==> config.mk <==
export PLATFORM = sky130hd
export DESIGN_NAME = ovi_issue_tx
export DESIGN_NICKNAME = d
export VERILOG_FILES = /design/src/rtl/ovi_pkg.sv /design/src/rtl/ovi_sbid_fifo.sv /design/src/rtl/ovi_issue_tx.sv
export SDC_FILE = /design/constraint.sdc
export NUM_CORES = 1
export LEC_CHECK = 0
export ABC_AREA = 0
export CAP_MARGIN = 0
export CORE_MARGIN = 4
export CORE_UTILIZATION = 43
export DETAILED_ROUTE_END_ITERATION = 16
export PLACE_DENSITY = 0.8
export SLEW_MARGIN = 10
export SYNTH_ARGS = -nofsm -noshare
export SYNTH_HDL_FRONTEND = slang
export SYNTH_SLANG_ARGS = --single-unit
==> constraint.sdc <==
create_clock -name clk -period 5.3 [get_ports clk]
set_clock_uncertainty 0.1 [all_clocks]
set_input_delay 1.06 -clock clk [delete_from_list [all_inputs] [get_ports clk]]
set_output_delay 1.06 -clock clk [all_outputs]
set_load 0.05 [all_outputs]
==> src/rtl/ovi_pkg.sv <==
// Shared OVI definitions used by the core-side issue transmitter and the
// VPU-side issue queue.
//   OVI_SBID_W  : width of the scoreboard ID carried on issue/dispatch
//   ovi_issue_t : packed issue payload (instruction, scalar operand, vCSR)
package ovi_pkg;

  localparam int OVI_SBID_W = 5;

  typedef struct packed {
    logic [31:0] inst;
    logic [63:0] scalar_opnd;
    logic [39:0] vcsr;
    logic        vcsr_lmulb2;
  } ovi_issue_t;

endpackage

==> src/rtl/ovi_sbid_fifo.sv <==
// Pending-list FIFO of speculative sb_ids for ovi_issue_tx.
// Ports:
//   clk, reset_n   : clock, synchronous active-low reset
//   push, push_id  : append an sb_id at the tail
//   pop            : drop the head entry
//   clear          : empty the list in one cycle (has priority over push/pop)
//   head           : oldest sb_id (valid while count != 0)
//   count          : number of entries held
module ovi_sbid_fifo
  import ovi_pkg::*;
#(
  parameter int DEPTH = 4
) (
  input  logic                          clk,
  input  logic                          reset_n,
  input  logic                          push,
  input  logic [OVI_SBID_W-1:0]         push_id,
  input  logic                          pop,
  input  logic                          clear,
  output logic [OVI_SBID_W-1:0]         head,
  output logic [$clog2(DEPTH+1)-1:0]    count
);

  localparam int PW = $clog2(DEPTH);
  localparam int CW = $clog2(DEPTH + 1);

  logic [OVI_SBID_W-1:0] mem [DEPTH];
  logic [PW-1:0]         wr_ptr;
  logic [PW-1:0]         rd_ptr;
  logic [CW-1:0]         cnt;

  // DEPTH is a power of two, so the pointers wrap naturally.
  always_ff @(posedge clk) begin
    if (!reset_n || clear) begin
      wr_ptr <= '0;
      rd_ptr <= '0;
      cnt    <= '0;
    end else begin
      if (push) wr_ptr <= wr_ptr + PW'(1);
      if (pop)  rd_ptr <= rd_ptr + PW'(1);
      cnt <= cnt + CW'(push) - CW'(pop);
    end
  end

  always_ff @(posedge clk) begin
    if (push && !clear) mem[wr_ptr] <= push_id;
  end

  assign head  = mem[rd_ptr];
  assign count = cnt;

endmodule

==> src/rtl/ovi_issue_tx.sv <==
// Core-side OVI issue/dispatch transmitter.
// Accepts vector instructions, tags them with a wrapping 5-bit sb_id, issues
// them under a credit scheme matched to the VPU issue queue, and turns core
// commit/flush events into dispatch_next_senior / dispatch_kill commands.
// Ports:
//   in_*            : instruction handshake and payload from the scalar core
//   commit_valid    : oldest speculative issued instruction becomes senior
//   flush_valid     : all speculative issued instructions are killed
//   issue_credit    : VPU freed one queue entry
//   issue_*         : registered issue beat
//   dispatch_*      : registered dispatch command (next_senior or kill)
//   credits         : credits currently available
//   protocol_err    : sticky protocol error flag
// Build option: define OVI_ISSUE_TX_PROTO_CHECK_EN to enable protocol_err and
// simulation assertions; otherwise protocol_err is tied low.
module ovi_issue_tx
  import ovi_pkg::*;
#(
  parameter int CREDITS = 4
) (
  input  logic                          clk,
  input  logic                          reset_n,
  input  logic                          in_valid,
  output logic                          in_ready,
  input  logic [31:0]                   in_inst,
  input  logic [63:0]                   in_scalar_opnd,
  input  logic [39:0]                   in_vcsr,
  input  logic                          in_vcsr_lmulb2,
  input  logic                          in_senior,
  input  logic                          commit_valid,
  input  logic                          flush_valid,
  input  logic                          issue_credit,
  output logic                          issue_valid,
  output logic [31:0]                   issue_inst,
  output logic [OVI_SBID_W-1:0]         issue_sb_id,
  output logic [63:0]                   issue_scalar_opnd,
  output logic [39:0]                   issue_vcsr,
  output logic                          issue_vcsr_lmulb2,
  output logic [OVI_SBID_W-1:0]         dispatch_sb_id,
  output logic                          dispatch_next_senior,
  output logic                          dispatch_kill,
  output logic [$clog2(CREDITS+1)-1:0]  credits,
  output logic                          protocol_err
);

  localparam int CW = $clog2(CREDITS + 1);
  localparam int SW = CW + 1;

  logic [CW-1:0]         cred_q;
  logic [OVI_SBID_W-1:0] sb_ctr;
  logic                  kill_block;
  ovi_issue_t            in_payload;
  ovi_issue_t            issue_p1;

  logic [OVI_SBID_W-1:0] pend_head;
  logic [CW-1:0]         pend_cnt;
  logic                  has_pend;
  logic                  accept;
  logic                  commit_hit;
  logic                  flush_hit;
  logic [CW-1:0]         killed;
  logic [SW-1:0]         cred_sum;
  logic                  cred_ovf;
  logic [CW-1:0]         cred_next;

  assign has_pend = (pend_cnt != '0);

  // Senior instructions wait for an empty pending list so their
  // next_senior cannot overtake an older speculative entry; kill_block
  // forces a next_senior between two kills, which the VPU needs.
  assign in_ready = reset_n && (cred_q != '0) && !flush_valid &&
                    !(commit_valid && has_pend) && !(in_senior && has_pend) &&
                    (in_senior || !kill_block);

  assign accept     = in_valid && in_ready;
  assign flush_hit  = flush_valid && has_pend;
  assign commit_hit = commit_valid && has_pend && !flush_valid;
  // The VPU rewinds its write pointer over killed entries, returning them.
  assign killed     = flush_hit ? pend_cnt : '0;

  assign cred_sum  = {1'b0, cred_q} + SW'(issue_credit) + {1'b0, killed} - SW'(accept);
  assign cred_ovf  = (cred_sum > SW'(CREDITS));
  assign cred_next = cred_ovf ? CW'(CREDITS) : cred_sum[CW-1:0];

  assign in_payload.inst        = in_inst;
  assign in_payload.scalar_opnd = in_scalar_opnd;
  assign in_payload.vcsr        = in_vcsr;
  assign in_payload.vcsr_lmulb2 = in_vcsr_lmulb2;

  ovi_sbid_fifo #(
    .DEPTH (CREDITS)
  ) u_pend (
    .clk     (clk),
    .reset_n (reset_n),
    .push    (accept && !in_senior),
    .push_id (sb_ctr),
    .pop     (commit_hit),
    .clear   (flush_hit),
    .head    (pend_head),
    .count   (pend_cnt)
  );

  // Stage p0 -> p1: register issue beat and dispatch command.
  always_ff @(posedge clk) begin
    if (!reset_n) begin
      issue_valid          <= 1'b0;
      issue_p1             <= '0;
      issue_sb_id          <= '0;
      dispatch_next_senior <= 1'b0;
      dispatch_kill        <= 1'b0;
      dispatch_sb_id       <= '0;
      cred_q               <= CW'(CREDITS);
      sb_ctr               <= '0;
      kill_block           <= 1'b0;
    end else begin
      issue_valid          <= accept;
      dispatch_next_senior <= 1'b0;
      dispatch_kill        <= 1'b0;
      if (accept) begin
        issue_p1    <= in_payload;
        issue_sb_id <= sb_ctr;
        sb_ctr      <= sb_ctr + OVI_SBID_W'(1);
      end
      // Flush, commit and senior accept are mutually exclusive by in_ready.
      if (flush_hit) begin
        dispatch_kill  <= 1'b1;
        dispatch_sb_id <= pend_head;
        kill_block     <= 1'b1;
      end else if (commit_hit) begin
        dispatch_next_senior <= 1'b1;
        dispatch_sb_id       <= pend_head;
        kill_block           <= 1'b0;
      end else if (accept && in_senior) begin
        dispatch_next_senior <= 1'b1;
        dispatch_sb_id       <= sb_ctr;
        kill_block           <= 1'b0;
      end
      cred_q <= cred_next;
    end
  end

  assign issue_inst        = issue_p1.inst;
  assign issue_scalar_opnd = issue_p1.scalar_opnd;
  assign issue_vcsr        = issue_p1.vcsr;
  assign issue_vcsr_lmulb2 = issue_p1.vcsr_lmulb2;
  assign credits           = cred_q;

`ifdef OVI_ISSUE_TX_PROTO_CHECK_EN
  logic perr_q;

  always_ff @(posedge clk) begin
    if (!reset_n) begin
      perr_q <= 1'b0;
    end else if (cred_ovf || (commit_valid && flush_valid) ||
                 (commit_valid && !has_pend)) begin
      perr_q <= 1'b1;
    end
  end

  assign protocol_err = perr_q;

  always_ff @(posedge clk) begin
    if (reset_n) begin
      assert (!(dispatch_kill && dispatch_next_senior));
      assert (!(dispatch_kill && issue_valid));
      assert (pend_cnt <= CW'(CREDITS));
    end
  end
`else
  assign protocol_err = 1'b0;
`endif

endmodule
==> results of run 1 <==
-- kinds of logic after synthesis --
logic type               Yosys count  share of synthesized area
AO/OA/AOI/OAI                    165                      0.119
XOR/XNOR                           5                    0.00607
AND/OR/NAND/NOR                  346                      0.218
flip-flops                       188                      0.549
other                              1                   0.000520
buffers and inverters             87                     0.0532
multiplexers                      11                     0.0241
adder cells (fa/ha/maj)           15                     0.0291
-- flip-flops by register name, summed over array words and instances (netlist names), named ones only --
name,flops
u_pend.wr_ptr,2
sb_ctr,5
issue_inst,32
issue_vcsr_lmulb2,1
u_pend.count,3
u_pend.mem,20
dispatch_next_senior,1
kill_block,1
u_pend.rd_ptr,2
issue_valid,1
credits,3
dispatch_sb_id,5
issue_sb_id,5
dispatch_kill,1
issue_scalar_opnd,64
issue_vcsr,40
-- power by group through the flow --
stage	clock, W	combinational (W)	sequential [W]
2_1_floorplan	0	0.000474	0.00238
4_1_cts	0.00133	0.00166	0.00175
5_1_grt	0.00139	0.00175	0.00178
3_3_place_gp	0	0.00163	0.00178
3_5_place_dp	0	0.00165	0.00178
6_report	0.00130	0.00165	0.00175
-- critical path: cells and delay by family --
| kind | cells | cell delay, ns |
|---|---|---|
| buf+inv | 2 | 1.45 |
| simple gates | 2 | 0.65 |
-- cell type report --
| class | instances | area [um2] |
|---|---|---|
| Timing Repair Buffer | 304 | 3020 |
| Fill cell | 1359 | 5730 |
| Inverter | 16 | 60.1 |
| Multi-Input combinational cell | 543 | 2870 |
| Tap cell | 220 | 275 |
| Clock inverter | 14 | 156 |
| Sequential cell | 188 | 3960 |
| Clock buffer | 18 | 450 |
-- layer usage --
metal	vias to the layer above	GRT usage	part of all wire	routed length, um
met1	3073	0.255	0.40	8340
met2	257	0.337	0.47	9810
met4	0	0.0809	0.026	552
met5	-	0	0	0
li1	3299	-	-	-
met3	38	0.0982	0.11	2240
-- path summary, 6_finish.rpt --
check | endpoint | slack, ns | startpoint
min reg2reg | issue_scalar_opnd[18] | 0.35 | issue_scalar_opnd[18]
min | issue_scalar_opnd[18] | 0.35 | issue_scalar_opnd[18]
max | in_ready | 0.97 | flush_valid
max reg2reg | u_pend.count[2] | 2.03 | u_pend.count[1]
-- cell usage in the layout (no fill, tap or decap), drive strengths merged, types with 3 or more instances in the layout --
cell           instances
inv                   22
buf                    9
and2                   3
o21ai                151
dfxtp                168
nand2b                 5
clkdlybuf4s50        295
mux4                   5
and3                   9
nor2                  14
a211oi                 5
mux2i                  5
nand3                145
nand2                153
nor3                   8
clkbuf                18
edfxtp                20
clkinvlp               3
clkinv                 3
ha                    12
fa                     3
xnor2                  4
-- per-stage QoR --
stage	instance area, um2	cells	util	hold slack (ns)	worst slack (ns)
2_1_floorplan	7210	818	-	0.370	1.17
3_3_place_gp	10200	1271	0.617	0.334	0.808
3_5_place_dp	10200	1271	0.617	0.341	0.790
4_1_cts	10800	1303	0.653	0.350	0.975
5_1_grt	10800	1303	0.653	0.363	0.894
6_report	10800	1303	0.653	0.346	0.972
==> results.md, run 1 <==
- Outcome: finished clean
- RSZ-0062 raised after global routing: false
- Gp weighted congestion: around 0.8
- Post-Route Setup TNS: 0 ns
- Die area: 18900 um2
- Synth Warn #: 0
- Sequential share of the synthesized area: 0.549
- # rows: 47
- Post-CTS Resized: 0
- Mapped Cells: roughly 820
- DRC Markers: 0
- CTS Hold Bufs: 0
- Die span in y: 138 um
- Pin count of the biggest net entering global routing: 98
- P&R area growth vs syn: 49.6%
- CP Data Arrival Time: 3.17 ns
- EDFF count, synth: 20
- First-pass GRT wire length: 32200 um
- H-Tree Depth: 4
- CP most frequent cell: clkdlybuf4s50_1
- Number of port buffers: 297
- Initial antenna violation count: 0
- Syn_nets: a little under 1000
- Core ar.: around 17000 um2
- Hold Path Class: flop to flop
- CP max stage cell: clkdlybuf4s50_1
- Drt first pass iters: 5
- CP Capture Type: output port
- Total power: 0.00470 W
- Initial DRC Count: 496
- Max-cap violations: 0
- Asr flop ratio synth: 0
- Post-Syn Area: 7210 um2
- Cells on worst reg2reg path: 10
- Main flop type after synthesis: dfxtp_1
- Mapped Avg Cell Area: about 8.8 um2
- Register clock-pin slew on the reported worst setup and hold paths: approximately 0.070 ns
- Share of post-route cells with drive strength above 1: 0.0452
- Slowest stage delay, CP: a little under 0.9 ns
- Critical Path, Cell by Cell: clkdlybuf4s50_1, nand2b_1, nor4_4, clkdlybuf4s50_1
- Yosys top cell by area: dfxtp_1
- Longest Clk Path Bufs: 2
- Hold Fails Final Rpt: 0
- Clk sinks: 188
- Max-slew violation count: 0
- Seq pwr share: 0.372
- Vias per std cell: 5.12
- Slew margin rel.: 0.311
- Total Routing Usage GR: 0.214
- Cell-internal power: 0.00292 W
- Synth cell count leaders: 168 x dfxtp_1, 153 x nand2_1, 145 x nand3_1
- Synth top area share: 0.466
- Routed Antenna Nets: 0
- Grt total ovfl: 0
- DR vias: about 6700
- Endpoints failing setup: 0
- Max Fanout on Critical Path: 9
- Final WL: 20900 um
- Clk Latency, worst-skew pair: approximately 0.42 ns
- Sw frac: 0.378
- Tmin final: 4.33 ns
- Starting Density: 0.437
- Boundary pin count: about 300
- CP Launch Type: primary input
- Setup CP Type: primary input to output port
- DR WL/cell: 16.1 um
- Clk pwr share: 0.277
- Nets: roughly 1200
- Power Dens Cells: ~440 nW/um2
- Leak: 3.87 nW
- Clk root buf: clkbuf_16
- NetSw: 0.00178 W
- Vias in the first global route: 6395
- TritonCTS buffer count: 17
- Setup bufs post-CTS: 0
- Antenna cells: 0
- Hold depth: 2
- HPWL Detailed: 14100 um
- Synth Register Bits: 188
- Critical Path RT: between 4 and 5 ns
- CTS tree: yes
- Least-Margin Pin Slew: 1.03 ns
- Max Fclk: approximately 0.23 GHz
- Maximum vdd ir drop: roughly 220 uV
- Comb power frac: 0.350
- Fin crit share: 0.817
- Netlist cell types: 41
- Largest cells by area after synthesis: dfxtp_1 47%, nand3_1 10%, edfxtp_1 8.3%
- Count leader, synth: dfxtp_1
- Die Width: ~140 um
No activity file was read; power rests on OpenSTA's default activity.
==> run 2: changes to the inputs <==
==> constraint.sdc (replaced) <==
create_clock -name clk -period 4.1 [get_ports clk]
set_clock_uncertainty 0.1 [all_clocks]
set_input_delay 0.82 -clock clk [delete_from_list [all_inputs] [get_ports clk]]
set_output_delay 0.82 -clock clk [all_outputs]
set_load 0.05 [all_outputs]
==> run 2 against run 1 <==
Core utilization increased by 0.12 points. Sequential share of layout area decreased by 0.068 points. Count of clock-buffer cells in the layout increased by 4. Clock power increased by 29%. Die area unchanged. Sequential power increased by 29%. Non-clock buffer count increased by 2. Via count decreased by 0.91%. Hold slack improved by 0.0013 ns.
==> results.md, run 2 (synthesis results as in run 1) <==
- Clk sinks: 188
- Max-slew violation count: 0
- Placed Cells: 1273
- Critical Path, Cell by Cell: clkdlybuf4s50_1, nor2b_1, nor4_4, buf_4, buf_12
- Hold path endpoint: issue_vcsr[21]
- Core ar.: 16500 um2
- CTS tree: yes
- Least-Margin Pin Slew: around 0.93 ns
- Starting Density: 0.437
- Slew margin rel.: 0.378
- Clk Latency, worst-skew pair: between 0.4 and 0.5 ns
- Antenna cells: 0
- Longest Clk Path Bufs: 2
- Register clock-pin slew on the reported worst setup and hold paths: 0.07 ns
- Share of post-route cells with drive strength above 1: 0.0461
- Nets: 1231
- First-pass GRT wire length: roughly 32000 um
- Hold Fails Final Rpt: 0
- Grt total ovfl: 0
- Clk root buf: clkbuf_16
- Tmin final: roughly 3.6 ns
- Initial antenna violation count: 0
- DR WL/cell: 16.1 um
- Pin count of the biggest net entering global routing: 89
- RSZ-0062 raised after global routing: false
- DR vias: around 6600
- Gp weighted congestion: 0.765
- End of the worst register-to-register path: sb_ctr[2]
- Number of port buffers: between 200 and 300
- Setup slack, reg-to-reg: 0.97 ns
- Worst hold start: issue_vcsr[21]
- Leak: between 3 and 4 nW
- Die area: 18900 um2
- Max-cap violations: 0
- Critical Path RT: roughly 3.2 ns
- H-Tree Depth: 4
- P&R area growth vs syn: 49.9%
- Max Fclk: 0.274 GHz
- Outcome: finished clean
- Cells on worst reg2reg path: 6
- Vias in the first global route: 6298
- Post-CTS Resized: 0
- Hold depth: 2
- TritonCTS buffer count: 17
- Final core utilization: 0.655
- Cell Count, Final, Fillers Out: 1304
- Power Dens Cells: 562 nW/um2
- CP max stage cell: buf_4
- CP Launch Type: primary input
- Initial DRC Count: roughly 390
- CP Data Arrival Time: 2.73 ns
- Slowest stage delay, CP: roughly 0.64 ns
- Die span in y: 138 um
- Setup bufs post-CTS: 0
- Die Width: between 100 and 150 um
- Boundary pin count: 299
- Most frequent cells in the layout: 294 x clkdlybuf4s50_1, 168 x dfxtp_1, 153 x nand2_1
- WHS: 0.348 ns
- Max Fanout on Critical Path: 69
- CTS Hold Bufs: 0
- Post-Route Setup TNS: 0 ns
- Endpoints failing setup: 0
- CP Capture Type: output port
- HPWL Detailed: 14200 um
- Fin crit share: 0.889
- Hold Path Class: flop to flop
- DRC Markers: 0
- Drt first pass iters: 5
- # rows: between 40 and 50
- Maximum vdd ir drop: 305 uV
- Routed Antenna Nets: 0
- Final WL: 21000 um
- Most common cell after layout, fill and taps aside: clkdlybuf4s50_1
- Total Routing Usage GR: 0.213
- FF-to-FF Start: u_pend.count[1]
- Setup CP Type: primary input to output port
- Vias per std cell: ~5.1
- Max reg flops: 64
-- run 2: changes by cell type in the layout (fill, tap and decap cells not counted), moves of 2 or more --
| cell | change |
|---|---|
| clkbuf_8 | +3 |
| clkinvlp_4 | -3 |
| buf_4 | +2 |
| clkinv_2 | +2 |
| inv_8 | -2 |
-- run 2: stage by stage --
| stage | setup WS [ns] | area (um2) | total power (W) |
|---|---|---|---|
| floorplan | 0.211 | 7210 | 0.00369 |
| global placement | 0.264 | 10200 | 0.00442 |
| detailed placement | 0.221 | 10200 | 0.00444 |
| CTS | 0.489 | 10800 | 0.00613 |
| global route | 0.380 | 10800 | 0.00637 |
| finish | 0.453 | 10800 | 0.00608 |
-- run 2: final cells by class --
type / count / area [um2]
inverter: 16 / 60.1
fill: 1349 / 5710
sequential: 188 / 3960
multi-input combinational: 543 / 2870
clock inverter: 9 / 106
clock buffer: 22 / 495
timing repair buffer: 306 / 3050
tap: 220 / 275
-- run 2: power by group --
part	switching (W)	leakage, nW	internal [W]
Clock	0.000696	0.302	0.000983
Combinational	0.00141	2.03	0.000724
Sequential	0.000146	1.56	0.00212
-- run 2: per-layer routing --
| metal | GRT usage | part of all wire | vias up |
|---|---|---|---|
| met1 | 0.246 | 0.39 | 3043 |
| met5 | 0 | 0 | - |
| met2 | 0.350 | 0.48 | 258 |
| met3 | 0.107 | 0.11 | 14 |
| met4 | 0.0599 | 0.011 | 0 |
| li1 | - | - | 3291 |
-- run 2: worst max-delay path by stage --
stage / startpoint / to / cells after the start
2_1_floorplan: flush_valid / credits[1] / 16
3_3_place_gp: in_senior / sb_ctr[3] / 7
3_5_place_dp: in_senior / sb_ctr[2] / 7
4_1_cts: in_senior / in_ready / 5
5_1_grt: in_senior / in_ready / 5
6_report: in_senior / in_ready / 5
-- run 2: worst max-delay path: cells and delay by family --
family | cells | cell delay (ns)
buffers and inverters | 3 | 1.43
AND/OR/NAND/NOR | 2 | 0.45
==> run 3: changes to the inputs <==
--- a/config.mk
+++ b/config.mk
@@ -8,9 +8,9 @@
 export ABC_AREA = 0
 export CAP_MARGIN = 0
 export CORE_MARGIN = 4
-export CORE_UTILIZATION = 43
+export CORE_UTILIZATION = 46
 export DETAILED_ROUTE_END_ITERATION = 16
-export PLACE_DENSITY = 0.8
+export PLACE_DENSITY = 0.85
 export SLEW_MARGIN = 10
 export SYNTH_ARGS = -nofsm -noshare
 export SYNTH_HDL_FRONTEND = slang
==> constraint.sdc (replaced) <==
create_clock -name clk -period 4.75 [get_ports clk]
set_clock_uncertainty 0.1 [all_clocks]
set_input_delay 0.95 -clock clk [delete_from_list [all_inputs] [get_ports clk]]
set_output_delay 0.95 -clock clk [all_outputs]
set_load 0.05 [all_outputs]
==> run 3 against run 2 <==
Register-to-register slack gained 0.74 ns. Critical path depth unchanged. Sequential share of layout area is 0.076 points higher. Sequential power shrank 14%. Largest cell class unchanged. Count of clock-buffer cells in the layout shrank 4. Core utilization up 5.3 points. Routed wire length increased by 1.4%. First-iteration DRC count up 36%. Critical endpoint unchanged.
==> results.md, run 3 (synthesis results as in run 1) <==
- H-Tree Depth: 4
- DR WL/cell: 16.4 um
- TritonCTS buffer count: 17
- Die Width: 133 um
- Slowest stage delay, CP: approximately 0.66 ns
- HPWL Detailed: approximately 14000 um
- Antenna cells: 0
- Least-Margin Pin Slew: between 0.9 and 1 ns
- DRC Markers: 0
- Max-cap violations: 0
- First-pass GRT wire length: 33100 um
- Final core utilization: 0.707
- CP Capture Type: output port
- Number of port buffers: 297
- Clk sinks: 188
- Most common cell after layout, fill and taps aside: clkdlybuf4s50_1
- Max-slew violation count: 0
- Setup bufs post-CTS: 0
- Initial antenna violation count: 0
- Grt total ovfl: 0
- Gp weighted congestion: approximately 0.79
- CTS Hold Bufs: 0
- Post-Route Setup TNS: 0 ns
- Placed Area: around 10000 um2
- CP max stage cell: buf_4
- Drt first pass iters: 5
- CP Launch Type: primary input
- Die span in y: approximately 130 um
- Clk Latency, worst-skew pair: 0.42 ns
- Pin count of the biggest net entering global routing: 96
- Endpoints failing setup: 0
- Critical Path, Cell by Cell: clkdlybuf4s50_1, nand2b_1, nor4_4, buf_4, buf_12
- CP Data Arrival Time: between 2 and 3 ns
- Max Fanout on Critical Path: 75
- Starting Density: 0.473
- Die area: 17800 um2
- Outcome: finished clean
- Longest Clk Path Bufs: 2
- Tmin final: 4.03 ns
- Post-CTS Resized: 0
- Initial DRC Count: around 520
- Final WL: 21300 um
- Placed Cells: approximately 1300
- Critical Path RT: between 3 and 4 ns
- Vias per std cell: between 5 and 6
- Nets: approximately 1200
- Hold Fails Final Rpt: 0
- DR top layer: met4
- Clk root buf: clkbuf_16
- Setup CP Type: primary input to output port
- Hold Path Class: flop to flop
- M1 wire length: between 8000 and 9000 um
- Power Dens Cells: 484 nW/um2
- RSZ-0062 raised after global routing: false
- Core ar.: around 15000 um2
- Worst setup margin: 0.716 ns
- Routed wl met2: around 10000 um
- Routed Antenna Nets: 0
- Slew margin rel.: 0.374
- Place WS: 0.612 ns
- Maximum vdd ir drop: 373 uV
- Fin crit share: 0.849
- Cell Count, Final, Fillers Out: 1295
- Leak: 3.87 nW
- Boundary pin count: roughly 300
- Share of post-route cells with drive strength above 1: 0.0470
- Total Routing Usage GR: 0.228
- # rows: between 40 and 50
- Max reg flops: 64
- Routed met3 length: 2060 um
- Most frequent cells in the layout: 294 x clkdlybuf4s50_1, 168 x dfxtp_1, 153 x nand2_1
- Max Fclk: 0.248 GHz
- CTS tree: yes
- Register clock-pin slew on the reported worst setup and hold paths: 0.07 ns
- Finished Cell Area: around 11000 um2
- DR vias: 6681
- Vias in the first global route: ~6500
- Fill cells: 1183
- P&R area growth vs syn: 49.6%
[run 3: changes by cell type in the layout (fill, tap and decap cells not counted), moves of 2 or more]
cell,delta
clkinvlp_4,+3
clkbuf_8,-2
inv_4,+2
clkinv_2,-4
clkinv_4,+4
[run 3: per-stage QoR]
stage / power [W] / hold WS (ns)
after global placement: 0.00380 / 0.334
after detailed placement: 0.00383 / 0.339
final: 0.00523 / 0.348
after CTS: 0.00527 / 0.350
after global routing: 0.00546 / 0.361
after floorplan: 0.00318 / 0.370
[run 3: worst max-delay path: cells and delay by family]
kind	cells	cell delay, ns
and+or+nand+nor	2	0.59
buffers and inverters	3	1.42
[run 3: layout make-up]
cell class / count / area (um2) / area share
Clock buffer: 18 / 439 / 0.0407
Multi-Input combinational cell: 543 / 2870 / 0.266
Inverter: 16 / 60.1 / 0.00556
Clock inverter: 14 / 159 / 0.0147
Sequential cell: 188 / 3960 / 0.367
Timing Repair Buffer: 305 / 3040 / 0.281
Tap cell: 211 / 264 / 0.0245
[run 3: routing by layer]
layer / up-vias / track usage
met5: - / 0
met4: 0 / 0.0760
met3: 29 / 0.0971
met2: 248 / 0.383
met1: 3111 / 0.264
li1: 3293 / -
[run 3: path summary, 6_finish.rpt]
kind	from	endpoint	slack, ns	depth (start not counted)
min reg2reg	issue_vcsr[12]	issue_vcsr[12]	0.35	2
min	issue_vcsr[12]	issue_vcsr[12]	0.35	2
max reg2reg	u_pend.count[1]	credits[2]	1.71	12
max	flush_valid	in_ready	0.72	5
[run 3: where the power goes]
part           total (W)  switching (W)  internal (W)
logic            0.00184        0.00122      0.000626
registers        0.00195       0.000129       0.00183
clock network    0.00143       0.000625      0.000800
total            0.00523        0.00197       0.00325
